--- config.mk ---
export PLATFORM = sky130hd
export DESIGN_NAME = sar_search4b
export DESIGN_NICKNAME = d
export VERILOG_FILES = /design/src/rtl/sar_search4b.sv
export SDC_FILE = /design/constraint.sdc
export NUM_CORES = 1
export LEC_CHECK = 0
export BUFFER_PORTS_ARGS = -buffer_cell sky130_fd_sc_hd__buf_2
export CAP_MARGIN = 0
export CORE_MARGIN = 3
export CORE_UTILIZATION = 52
export CTS_BUF_LIST = sky130_fd_sc_hd__clkbuf_16
export CTS_CLUSTER_DIAMETER = 50
export CTS_CLUSTER_SIZE = 20
export DETAILED_ROUTE_END_ITERATION = 10
export PLACE_DENSITY = 0.74
export SLEW_MARGIN = 20
export SYNTH_ARGS = -nofsm -noshare
export SYNTH_HDL_FRONTEND = slang
export SYNTH_SLANG_ARGS = --single-unit
--- constraint.sdc ---
create_clock -name clk -period 2.1 [get_ports clk]
set_clock_uncertainty 0.1 [all_clocks]
set_input_delay 0 -clock clk [delete_from_list [all_inputs] [get_ports clk]]
set_output_delay 0 -clock clk [all_outputs]
set_load 0.03 [all_outputs]
--- src/rtl/sar_search4b.sv ---
// rtl/sar_search4b.sv - successive-approximation search controller driving a magnitude comparator
// Probes one bit per cycle from the MSB down, then re-checks the final code once.
module sar_search4b #(
    parameter int W = 4
) (
    input  logic                      clk,
    input  logic                      rst,
    input  logic                      start,
    input  logic                      cmp_gt,
    input  logic                      cmp_lt,
    input  logic                      cmp_eq,
    output logic [W-1:0]              guess,
    output logic                      busy,
    output logic                      done,
    output logic                      found,
    output logic                      error,
    output logic [W-1:0]              result,
    output logic [$clog2(W+2)-1:0]    steps
);

    localparam int KW = $clog2(W);
    localparam int SW = $clog2(W+2);

    typedef enum logic [1:0] {
        S_IDLE   = 2'd0,
        S_TRIAL  = 2'd1,
        S_VERIFY = 2'd2,
        S_DONE   = 2'd3
    } state_t;

    state_t          r_state;
    state_t          w_next;

    logic [W-1:0]    r_guess;
    logic [KW-1:0]   r_k;
    logic [SW-1:0]   r_steps;
    logic            r_found;
    logic            r_error;
    logic [W-1:0]    r_result;

    logic            w_valid;
    logic            w_last;
    logic [W-1:0]    w_trial_guess;

    // Exactly one flag high: odd parity of the three, excluding all-three-high.
    assign w_valid = (cmp_gt ^ cmp_lt ^ cmp_eq) & ~(cmp_gt & cmp_lt & cmp_eq);
    assign w_last  = (r_k == '0);

    always_comb begin
        w_trial_guess = r_guess;
        if (cmp_gt) begin
            w_trial_guess[r_k] = 1'b0;
        end
        if (!w_last) begin
            w_trial_guess[r_k - 1'b1] = 1'b1;
        end
    end

    always_ff @(posedge clk) begin
        if (rst) begin
            r_state <= S_IDLE;
        end else begin
            r_state <= w_next;
        end
    end

    always_comb begin
        w_next = r_state;
        case (r_state)
            S_IDLE: begin
                if (start) begin
                    w_next = S_TRIAL;
                end
            end
            S_TRIAL: begin
                if (!w_valid || cmp_eq) begin
                    w_next = S_DONE;
                end else if (w_last) begin
                    w_next = S_VERIFY;
                end
            end
            S_VERIFY: w_next = S_DONE;
            S_DONE:   w_next = S_IDLE;
            default:  w_next = S_IDLE;
        endcase
    end

    always_comb begin
        busy = 1'b0;
        done = 1'b0;
        case (r_state)
            S_TRIAL:  busy = 1'b1;
            S_VERIFY: busy = 1'b1;
            S_DONE:   done = 1'b1;
            default: begin
                busy = 1'b0;
                done = 1'b0;
            end
        endcase
    end

    // Search datapath; results are only touched on start acceptance and probe edges.
    always_ff @(posedge clk) begin
        if (rst) begin
            r_guess  <= '0;
            r_k      <= '0;
            r_steps  <= '0;
            r_found  <= 1'b0;
            r_error  <= 1'b0;
            r_result <= '0;
        end else begin
            case (r_state)
                S_IDLE: begin
                    if (start) begin
                        r_guess  <= {1'b1, {(W-1){1'b0}}};
                        r_k      <= KW'(W-1);
                        r_steps  <= '0;
                        r_found  <= 1'b0;
                        r_error  <= 1'b0;
                        r_result <= '0;
                    end
                end
                S_TRIAL: begin
                    r_steps <= r_steps + 1'b1;
                    if (!w_valid) begin
                        r_error <= 1'b1;
                    end else if (cmp_eq) begin
                        r_found  <= 1'b1;
                        r_result <= r_guess;
                    end else begin
                        r_guess <= w_trial_guess;
                        if (!w_last) begin
                            r_k <= r_k - 1'b1;
                        end
                    end
                end
                S_VERIFY: begin
                    r_steps <= r_steps + 1'b1;
                    if (!w_valid) begin
                        r_error <= 1'b1;
                    end else if (cmp_eq) begin
                        r_found  <= 1'b1;
                        r_result <= r_guess;
                    end
                end
                default: begin
                    r_guess <= r_guess;
                end
            endcase
        end
    end

    assign guess  = r_guess;
    assign found  = r_found;
    assign error  = r_error;
    assign result = r_result;
    assign steps  = r_steps;

endmodule
==> metrics.csv <==
metric,value,unit
status,"complete, no violations",
start_kind,flop,
p_comb_share,53.2,%
clk_path_buf_depth,2,
whs,0.0401,ns
gp_congestion,0.807,
critPathArrivalTime,1.90,ns
cellLeakagePower,0.506,nW
drv_slew,0,
tns,0,ns
cts_tree,yes,
rsz0062_at_grt,false,
syn2layout_area_growth,18.4,%
cts_root_buffer,clkbuf_16,
final_antenna_net_count,0,
p_sw_share,44.2,%
synth_area,971,um^2
finalSetupViolations,0,
yosysWarnings,0,
io_pins,21,
grt.total_usage,17.9,%
p_switching,0.784,mW
die_y,49.2,um
ff2ff_path_depth,6,
port-buffer-count,20,
path_cells,"inv_1, ha_1, nand2b_2, nand3_2, or3b_1, a21oi_1",
ys_ff_latch,17,
critPathKind,reg2reg,
start_util,59.6,%
report.final.hold_viol_count,0,
p_total,1.77,mW
final_util,70.6,%
layout.nets,148,
drive_gt1_share,26.0,%
vias,822,
reg2reg_setup_slack,0.27,ns
crit_family,simple AND/OR/NAND/NOR gates,
core-area,1630,um^2
synth_cell_types,35,
r2r_end,guess[2]$_SDFFE_PP0P_,
dp_hpwl,1.39,mm
cts_max_level,1,
clkTransAtPathRegs,0.05,ns
antenna_found_initial,0,
numCtsBuffers,3,
path_buf_inv,1,
grt_pass1_vias,743,
drc,0,
startpoint,r_state[0]$_SDFFE_PP0P_,
finalWorstSetupSlack,0.273,ns
wl,1.97,mm
grt_first_pass_wirelength,3.44,mm
syn_inst,111,
fp-row-count,14,
ys_seq_area_share,35.1,%
cp_slowest_cell,or3b_1,
post-cts-setup-buffers,0,
crit_path_max_fanout,8,
die_area,2420,um^2
max_stage_delay,0.39,ns
r2r-start,r_state[0]$_SDFFE_PP0P_,
wire_per_inst,12.7,um
power_density,1540,nW/um^2
clockPowerShare,20.8,%
min_path_type,in2reg,
via_per_inst,5.30,
slew-limit-headroom,76.3,%
worst_slew_pin_slew,0.348,ns
required,2.18,ns
ir_drop,1.29,mV
fmax,0.547,GHz
share_seq_of_total_power,26.0,%
finalCritPeriodShare,87.0,%
post-place-ws,0.266,ns
cellInternalPower,0.989,mW
drtIter0Drc,15,
syn_nets,127,
cts_resized,0,
cp_num_cells,6,
diodes,0,
cts_hold_buf,0,
die_w,49.2,um
cap_violations,0,
globalRouteOverflowTotal,0,
grt_max_degree,19,
fill_cells,146,
dr.pass1.iters,4,
clk_latency,0.24,ns
endpoint_kind,flop,
fin_crit,1.83,ns
endpoint,guess[2]$_SDFFE_PP0P_,
cts_sinks,17,
syn-mean-instance-area,8.75,um^2
==> metal layers <==
metal	GRT usage [%]	up-vias	routed length, um
li1	-	435	-
met1	24.0	365	950
met2	27.9	17	898
met3	2.45	5	85
met4	8.53	0	39
met5	0	-	0
==> flip-flops by register name, indices dropped and copies added (netlist names) <==
register  count
result        4
error         1
found         1
steps         3
guess         4
r_state       2
r_k           2
==> Yosys cell counts, drive strengths merged <==
master	n	area share [%]
a21oi	19	11
dfxtp	17	35
ha	10	13
nand2	10	3.9
o21ai	7	3.6
inv	5	1.9
nand3	5	3.1
nor2	5	1.9
buf	4	3.0
a21o	3	2.6
nand2b	3	2.2
nor3	3	1.5
a21boi	2	1.5
mux2i	2	2.4
nand3b	2	1.5
nor2b	2	1.3
or3b	2	1.8
a211o	1	0.90
a211oi	1	0.77
a221oi	1	1.5
a32oi	1	0.90
dlygate4sd1	1	0.90
o211ai	1	1.3
o21a	1	0.77
o31ai	1	0.77
or2	1	0.64
or3	1	0.64
==> final cells by class <==
type / instances / area, um^2 / share of cell area [%]
clock buffers: 3 / 75.1 / 6.53
inverters: 5 / 18.8 / 1.63
clock inverters: 1 / 3.75 / 0.326
repair buffers: 21 / 108 / 9.36
flip-flops and latches: 17 / 340 / 29.6
multi-input cells: 84 / 574 / 49.9
well taps: 24 / 30.0 / 2.61
==> power by group through the flow <==
stage | clock [mW] | combinational (mW) | sequential, mW
6_report | 0.369 | 0.943 | 0.461
5_1_grt | 0.394 | 1.06 | 0.472
4_1_cts | 0.376 | 0.949 | 0.460
3_5_place_dp | 0 | 0.934 | 0.466
3_3_place_gp | 0 | 0.916 | 0.461
2_1_floorplan | 0 | 0.703 | 0.518
==> placed cells by master, fill, tap and decap left out, drive strengths merged <==
cell    synthesis  final
a211o           1      1
a211oi          1      1
a21boi          2      2
a21o            3      3
a21oi          19     19
a221oi          1      1
a32oi           1      1
buf             4     21
clkbuf          0      3
dfxtp          17     17
ha             10     10
inv             5      6
mux2i           2      2
nand2          10     10
nand2b          3      3
nand3           5      5
nand3b          2      2
nor2            5      5
nor2b           2      2
nor3            3      3
o211ai          1      1
o21a            1      1
o21ai           7      7
o31ai           1      1
or2             1      1
or3             1      1
or3b            2      2
==> worst min path at each step <==
stage,start,end,cells after the start,slack (ns)
2_1_floorplan,rst,result[2]$_SDFFE_PP0P_,2,0.11
3_3_place_gp,rst,steps[1]$_SDFFE_PP0P_,2,0.28
3_5_place_dp,rst,r_state[1]$_SDFFE_PP0P_,2,0.29
4_1_cts,rst,r_state[1]$_SDFFE_PP0P_,2,0.04
5_1_grt,rst,result[2]$_SDFFE_PP0P_,2,0.06
6_report,rst,r_state[1]$_SDFFE_PP0P_,2,0.04
==> cell families (layout without fill, tap and decap cells) <==
group / Yosys count / count (layout) / synth area share (%)
AO/OA/AOI/OAI: 38 / 38 / 25.3
AND/OR/NAND/NOR: 34 / 34 / 18.6
flip-flops: 17 / 17 / 35.1
adder cells (fa/ha/maj): 10 / 10 / 12.9
buffers and inverters: 10 / 30 / 5.80
multiplexers: 2 / 2 / 2.45
==> per-stage QoR <==
stage | area [um^2] | std cells
2_1_floorplan | 971 | 111
3_3_place_gp | 1070 | 151
3_5_place_dp | 1070 | 151
4_1_cts | 1150 | 155
5_1_grt | 1150 | 155
6_report | 1150 | 155
Note: power is estimated with default switching activity, not from simulation.
